<file path="config.mk">
export PLATFORM = sky130hd
export DESIGN_NAME = decode_stage
export DESIGN_NICKNAME = d
export VERILOG_FILES = /design/src/rtl/decoder_pkg.sv /design/src/rtl/imm_gen.sv /design/src/rtl/decode_stage.sv
export SDC_FILE = /design/constraint.sdc
export NUM_CORES = 1
export LEC_CHECK = 0
export BUFFER_PORTS_ARGS = -buffer_cell sky130_fd_sc_hd__buf_2
export CORE_UTILIZATION = 55
export CTS_BUF_LIST = sky130_fd_sc_hd__clkbuf_4 sky130_fd_sc_hd__clkbuf_8
export DETAILED_ROUTE_END_ITERATION = 10
export MAX_ROUTING_LAYER = met4
export PLACE_DENSITY = 0.91
export SYNTH_ARGS = -nofsm -noshare
export SYNTH_HDL_FRONTEND = slang
export SYNTH_HIERARCHICAL = 1
export SYNTH_SLANG_ARGS = --single-unit
export TNS_END_PERCENT = 20
</file>
<file path="constraint.sdc">
create_clock -name clk -period 6.55 [get_ports clk]
set_input_delay 0.655 -clock clk [delete_from_list [all_inputs] [get_ports clk]]
set_output_delay 0.655 -clock clk [all_outputs]
set_load 0.01 [all_outputs]
</file>
<file path="src/rtl/decoder_pkg.sv">
// decoder_pkg: RV32 opcodes, immediate formats, held-bundle layout
// and per-opcode lookups shared by the decode stage.
package decoder_pkg;

  localparam logic [6:0] OPC_LUI    = 7'b0110111;
  localparam logic [6:0] OPC_AUIPC  = 7'b0010111;
  localparam logic [6:0] OPC_JAL    = 7'b1101111;
  localparam logic [6:0] OPC_JALR   = 7'b1100111;
  localparam logic [6:0] OPC_BRANCH = 7'b1100011;
  localparam logic [6:0] OPC_LOAD   = 7'b0000011;
  localparam logic [6:0] OPC_STORE  = 7'b0100011;
  localparam logic [6:0] OPC_OP_IMM = 7'b0010011;
  localparam logic [6:0] OPC_OP     = 7'b0110011;
  localparam logic [6:0] OPC_SYSTEM = 7'b1110011;
  localparam logic [6:0] OPC_MADD   = 7'b1000011;
  localparam logic [6:0] OPC_MSUB   = 7'b1000111;
  localparam logic [6:0] OPC_NMSUB  = 7'b1001011;
  localparam logic [6:0] OPC_NMADD  = 7'b1001111;

  typedef enum logic [2:0] {
    IMM_I,
    IMM_S,
    IMM_B,
    IMM_U,
    IMM_J,
    IMM_NONE
  } imm_fmt_e;

  typedef struct packed {
    logic [4:0] rs1;
    logic [4:0] rs2;
    logic [4:0] rd;
    logic [4:0] rs3;
    logic [6:0] opcode;
    logic [2:0] funct3;
    logic [6:0] funct7;
    logic       int_we;
    logic       r4;
    logic       illegal;
  } dec_t;

  function automatic logic is_base_op(input logic [6:0] opc);
    logic r;
    unique case (opc)
      OPC_LUI, OPC_AUIPC, OPC_JAL, OPC_JALR,
      OPC_BRANCH, OPC_LOAD, OPC_STORE,
      OPC_OP_IMM, OPC_OP, OPC_SYSTEM: r = 1'b1;
      default: r = 1'b0;
    endcase
    return r;
  endfunction

  function automatic logic is_r4_op(input logic [6:0] opc);
    logic r;
    unique case (opc)
      OPC_MADD, OPC_MSUB,
      OPC_NMSUB, OPC_NMADD: r = 1'b1;
      default: r = 1'b0;
    endcase
    return r;
  endfunction

  function automatic logic int_we_op(input logic [6:0] opc);
    logic r;
    unique case (opc)
      OPC_LUI, OPC_AUIPC, OPC_JAL, OPC_JALR,
      OPC_LOAD, OPC_OP_IMM, OPC_OP: r = 1'b1;
      default: r = 1'b0;
    endcase
    return r;
  endfunction

  function automatic logic uses_rs1(input logic [6:0] opc);
    logic r;
    unique case (opc)
      OPC_JALR, OPC_BRANCH, OPC_LOAD, OPC_STORE,
      OPC_OP_IMM, OPC_OP, OPC_SYSTEM: r = 1'b1;
      default: r = 1'b0;
    endcase
    return r;
  endfunction

  function automatic logic uses_rs2(input logic [6:0] opc);
    logic r;
    unique case (opc)
      OPC_OP, OPC_STORE, OPC_BRANCH: r = 1'b1;
      default: r = 1'b0;
    endcase
    return r;
  endfunction

  function automatic imm_fmt_e imm_fmt(input logic [6:0] opc);
    imm_fmt_e r;
    unique case (opc)
      OPC_JALR, OPC_LOAD,
      OPC_OP_IMM, OPC_SYSTEM: r = IMM_I;
      OPC_STORE:              r = IMM_S;
      OPC_BRANCH:             r = IMM_B;
      OPC_LUI, OPC_AUIPC:     r = IMM_U;
      OPC_JAL:                r = IMM_J;
      default:                r = IMM_NONE;
    endcase
    return r;
  endfunction

endpackage

</file>
<file path="src/rtl/imm_gen.sv">
// imm_gen: RV32 immediate assembly for I/S/B/U/J formats,
// sign-extended to XLEN.
module imm_gen
  import decoder_pkg::*;
#(
  parameter int XLEN = 32
) (
  input  logic [31:7]     instr_i,
  input  imm_fmt_e        fmt_i,
  output logic [XLEN-1:0] imm_o
);

  logic [31:0] imm32;
  logic [31:0] i;

  assign i = {instr_i, 7'b0};

  always_comb begin
    imm32 = '0;
    unique case (fmt_i)
      IMM_I: imm32 = {{20{i[31]}}, i[31:20]};
      IMM_S: imm32 = {{20{i[31]}}, i[31:25], i[11:7]};
      IMM_B: imm32 = {{19{i[31]}}, i[31], i[7],
                      i[30:25], i[11:8], 1'b0};
      IMM_U: imm32 = {i[31:12], 12'b0};
      IMM_J: imm32 = {{11{i[31]}}, i[31], i[19:12],
                      i[20], i[30:21], 1'b0};
      default: imm32 = '0;
    endcase
  end

  assign imm_o = XLEN'($signed(imm32));

endmodule

</file>
<file path="src/rtl/decode_stage.sv">
// decode_stage: registered RV32 decode with RAW/WAW scoreboard.
// DECODE_R4_EN adds MADD/MSUB/NMSUB/NMADD decode.
module decode_stage
  import decoder_pkg::*;
#(
  parameter int NREG = 32,
  parameter int XLEN = 32
) (
  input  logic            clk,
  input  logic            reset,
  input  logic            in_valid,
  output logic            in_ready,
  input  logic [31:0]     in_instr,
  output logic            out_valid,
  input  logic            out_ready,
  output logic [4:0]      out_rs1,
  output logic [4:0]      out_rs2,
  output logic [4:0]      out_rd,
  output logic [4:0]      out_rs3,
  output logic [6:0]      out_opcode,
  output logic [2:0]      out_funct3,
  output logic [6:0]      out_funct7,
  output logic [XLEN-1:0] out_imm,
  output logic            out_int_we,
  output logic            out_r4,
  output logic            out_illegal,
  input  logic            wb_valid,
  input  logic [4:0]      wb_addr,
  input  logic            flush
);

  localparam logic [5:0] NREG_W = 6'(NREG);
  localparam logic [NREG-1:0] ONE =
    {{(NREG-1){1'b0}}, 1'b1};

  logic [6:0] opc;
  logic [4:0] rs1, rs2, rd;
  logic r4, use1, use2, we_op;
  logic bad_reg, illegal, we_eff;
  logic hazard, accept;
  imm_fmt_e fmt;
  logic [XLEN-1:0] imm;

  logic [NREG-1:0] busy_q, busy_d;
  logic [NREG-1:0] busy_eff, wb_mask;
  logic valid_q;
  dec_t dec_q, dec_d;
  logic [XLEN-1:0] imm_q;

  assign opc = in_instr[6:0];
  assign rs1 = in_instr[19:15];
  assign rs2 = in_instr[24:20];
  assign rd  = in_instr[11:7];

`ifdef DECODE_R4_EN
  assign r4 = is_r4_op(opc);
`else
  assign r4 = 1'b0;
`endif

  assign use1  = uses_rs1(opc);
  assign use2  = uses_rs2(opc);
  assign we_op = int_we_op(opc);

  // Shift-based lookup: indices past NREG read as not busy.
  function automatic logic hit(
    input logic [NREG-1:0] v,
    input logic [4:0]      idx
  );
    return |(v & (ONE << idx));
  endfunction

  assign wb_mask  = wb_valid ? (ONE << wb_addr) : '0;
  assign busy_eff = busy_q & ~wb_mask;

  assign hazard = (use1  && hit(busy_eff, rs1))
               || (use2  && hit(busy_eff, rs2))
               || (we_op && hit(busy_eff, rd));

  assign bad_reg = (use1  && {1'b0, rs1} >= NREG_W)
                || (use2  && {1'b0, rs2} >= NREG_W)
                || (we_op && {1'b0, rd}  >= NREG_W);

  assign illegal = !(is_base_op(opc) || r4) || bad_reg;
  assign we_eff  = we_op && !illegal && (rd != 5'd0);
  assign fmt     = r4 ? IMM_NONE : imm_fmt(opc);

  assign in_ready = reset && (!valid_q || out_ready)
                 && !hazard && !flush;
  assign accept   = in_valid && in_ready;

  imm_gen #(
    .XLEN (XLEN)
  ) u_imm_gen (
    .instr_i (in_instr[31:7]),
    .fmt_i   (fmt),
    .imm_o   (imm)
  );

  always_comb begin
    dec_d         = '0;
    dec_d.rs1     = rs1;
    dec_d.rs2     = rs2;
    dec_d.rd      = rd;
    dec_d.rs3     = in_instr[31:27];
    dec_d.opcode  = opc;
    dec_d.funct3  = in_instr[14:12];
    dec_d.funct7  = in_instr[31:25];
    dec_d.int_we  = we_eff;
    dec_d.r4      = r4;
    dec_d.illegal = illegal;
  end

  // Set after clear so a same-cycle writeback loses.
  always_comb begin
    busy_d = busy_eff;
    if (accept && we_eff) busy_d = busy_d | (ONE << rd);
    if (flush) busy_d = '0;
    busy_d[0] = 1'b0;
  end

  always_ff @(posedge clk or negedge reset) begin
    if (!reset) begin
      valid_q <= 1'b0;
      dec_q   <= '0;
      imm_q   <= '0;
      busy_q  <= '0;
    end else begin
      busy_q <= busy_d;
      if (flush)          valid_q <= 1'b0;
      else if (accept)    valid_q <= 1'b1;
      else if (out_ready) valid_q <= 1'b0;
      if (accept) begin
        dec_q <= dec_d;
        imm_q <= imm;
      end
    end
  end

  assign out_valid   = valid_q;
  assign out_rs1     = dec_q.rs1;
  assign out_rs2     = dec_q.rs2;
  assign out_rd      = dec_q.rd;
  assign out_rs3     = dec_q.rs3;
  assign out_opcode  = dec_q.opcode;
  assign out_funct3  = dec_q.funct3;
  assign out_funct7  = dec_q.funct7;
  assign out_imm     = imm_q;
  assign out_int_we  = dec_q.int_we;
  assign out_r4      = dec_q.r4;
  assign out_illegal = dec_q.illegal;

endmodule

</file>
==> flow_summary_export.csv <==
group,metric,value,unit
status,status,"finished, final reports clean",
worst_setup_path,arrival,3.85,ns
grt,grt_pass1_vias,5718,
synthesis,synth_area_leader_cell,"dfrtp_1",
synthesis,synth_seq_cells,98,
timing,timing.final.ws_setup,2.05,ns
synthesis,synth-edff-count,0,
grt,grt.total_usage,0.366,
synthesis,yosys.area_share.simple,0.176,
timing,relSlewSlack,0.0544,
floorplanning,die_y,109,um
synthesis,async_flop_share,1.00,
worst_setup_path,critPathRequiredTime,5.89,ns
floorplanning,fp.dieArea,0.0118,mm^2
worst_setup_path,worstSetupEndpointType,"primary output",
timing,clock_skew,0.0130,ns
synthesis,netlist_top_cells_area,"dfrtp_1 39%, o2111ai_1 8.4%, mux2_2 7.4%, mux2_4 6.7%, o21ai_0 4.1%",
routing,viasPerCell,7.06,
grt,grtUsageMet1,0.474,
synthesis,syn-num-nets,696,
clock_network,path_clk_slew,0.10,ns
clock_network,clk_path_buf_depth,2,
place,place_congestion,1.01,
grt,met2_usage,0.554,
synthesis,yosysTopAreaCellShare,0.392,
worst_setup_path,path_class,"primary input to primary output",
final_layout,fillerInstances,910,
clock_network,ctsRootBufferMaster,"clkbuf_8",
worst_setup_path,crit_path_start_kind,"primary input",
floorplanning,num_rows,38,
timing,rsz0062_at_grt,"false",
clock_network,cts-hold-fix-buffers,0,
synthesis,synth_fa_ha_area_frac,0.00180,
final_layout,areaGrowthSynthToFinish,10.4,%
floorplanning,ios,117,
run,drv_cap,0,
routing,drt-pass1-iter-count,6,
grt,grt_start_max_net_pins,68,
routing,drc,0,
routing,wl_per_cell,23.6,um
synthesis,synthFlopType,"dfrtp_1",
grt,grt_pass1_wl,31.8,mm
min_path,hold_path_class,"primary input to async pin",
power_and_ir_drop,vdd.ir_drop.worst,0.158,mV
timing,drv_slew,0,
timing,max_slew.worst_pin.slew,1.42,ns
place,placed_area,0.00667,mm^2
synthesis,synth-xor-area-share,0,
clock_network,post_cts_buffers,0,
synthesis,yosysWarnings,6,
timing,hold_violations,0,
routing,vias,6027,
floorplanning,core_area,0.0109,mm^2
timing,fmax,222,MHz
synthesis,synth_compound_area_frac,0.219,
timing,period_share,0.687,
place,post-place-ws,1.87,ns
clock_network,cts_htree_levels,3,
synthesis,synth_area,0.00625,mm^2
final_layout,drive_gt1_frac,0.296,
clock_network,cts_tree,"yes",
synthesis,synth_top_family_by_area,"compound AO/OA/AOI/OAI gates",
final_layout,num-nets-final,753,
grt,grt_use_met3,0.0832,
clock_network,cts_resized,0,
routing,drt_iter0_markers,771,
power_and_ir_drop,finalPower,1.43,mW
synthesis,syn-mean-instance-area,9.57,um^2
place,dp_hpwl,14.2,mm
routing,ant_nets,0,
floorplanning,start_util,0.571,
synthesis,synth.most_common_cell,"dfrtp_1",
synthesis,syn_inst,653,
worst_setup_path,path_max_fanout,19,
grt,grt_most_used_layer,"met2",
synthesis,synth_common_cells,"98 x dfrtp_1, 68 x nand2_1, 60 x o2111ai_1, 51 x o21ai_0, 41 x mux2_2",
routing,routed_wirelength,20.1,mm
synthesis,synth_mux_area_frac,0.144,
synthesis,ys_types,51,
grt,antenna_found_initial,0,
place,io_buffers,115,
clock_network,cts_buffers,9,
timing,final.min_clock_period,4.50,ns
grt,grt-ovfl-total,0,
timing,fin_tns_setup,0,ns
final_layout,insertedDiodeCount,0,
synthesis,yosysSeqAreaShare,0.392,
timing,setup_viol,0,
final_layout,final_cell_area,0.00690,mm^2
floorplanning,die_w,109,um
clock_network,clk_latency,0.38,ns
power_and_ir_drop,power.density,208,mW/mm^2
clock_network,cts_sinks,98,
power_and_ir_drop,leakagePower,3.04,nW
worst_setup_path,worst-r2r-cell-count,8,
==> cell type report <==
cell class	count	area (um^2)	share of cell area
repair buffers	119	608	0.0882
clock inverters	5	85.1	0.0123
clock buffers	10	138	0.0200
flip-flops and latches	98	2450	0.356
well taps	140	175	0.0254
inverters	9	33.8	0.00490
multi-input cells	473	3400	0.494
==> cells in the final DEF (no fill, tap or decap), types with 3 or more instances in the layout <==
master	count
o21ai_1	3
o21ai_0	51
o22ai_1	25
o211ai_1	12
nand2_1	68
nand2b_1	13
and2_1	7
nand3_1	4
nor2_1	12
nor2b_1	16
nand4b_1	3
mux2_2	41
dfrtp_1	98
nor3_1	7
clkbuf_8	10
nand4bb_1	3
o32ai_1	5
buf_4	5
nand4_1	26
inv_1	9
and3_1	3
o2111ai_1	60
and3b_1	11
nor4_1	6
nor3b_1	10
buf_2	114
o31ai_1	3
a21oi_1	29
mux2_4	28
==> where the power goes <==
part / leakage (nW) / switching, mW / internal (mW) / total, mW
Clock: 0.109 / 0.224 / 0.226 / 0.451
Combinational: 1.64 / 0.172 / 0.121 / 0.293
Sequential: 1.29 / 0.0297 / 0.658 / 0.688
Total: 3.04 / 0.426 / 1.01 / 1.43
==> per-layer routing <==
layer	part of all wire	vias to the layer above	wire length (um)
met5	0	-	0
met4	0.037	0	751
met3	0.10	84	2110
met2	0.46	410	9190
met1	0.40	2929	8070
li1	-	2604	-
==> sequential cells by signal, summed over array words and instances, names as in the netlist <==
signal	flops
out_rs1	5
out_opcode	7
out_rs2	5
out_valid	1
busy_q	31
out_rs3	5
out_funct3	3
out_int_we	1
out_funct7	2
out_illegal	1
out_imm	32
out_rd	5
==> metrics by stage <==
step / std cells / hold slack [ns] / utilization
after detailed placement: 839 / 0.488 / 0.610
after CTS: 854 / 0.241 / 0.631
after global routing: 854 / 0.277 / 0.631
after global placement: 839 / 0.483 / 0.610
after floorplan: 653 / 0.359 / -
final: 854 / 0.243 / 0.631
==> critical path, cell delays in order <==
cell,delay [ns]
buf_2,0.14
nand4bb_1,0.65
o21ai_0,0.73
o32ai_1,0.14
a2111oi_0,0.44
nand4_1,0.14
a222oi_1,0.35
buf_4,0.30
and2_1,0.16
buf_2,0.13
==> path summary, 6_finish.rpt <==
check,from,slack (ns),endpoint
worst max-delay path,wb_addr[1],2.05,in_ready
worst min-delay path,reset,0.24,out_imm[5]
worst max register to register,busy_q[6],3.24,out_imm[13]
worst min register to register,out_imm[27],0.51,out_imm[27]
max in group asynchronous,reset,5.13,busy_q[27]
min in group clk,out_imm[27],0.51,out_imm[27]
==> cell families (layout without fill, tap and decap cells) <==
family,count (synthesis),count (layout)
fa+ha+maj,1,1
flops,98,98
simple gates,198,198
compound gates,202,202
buf+inv,82,143
other cells,1,1
mux,71,71
No activity file was read; power rests on OpenSTA's default activity.
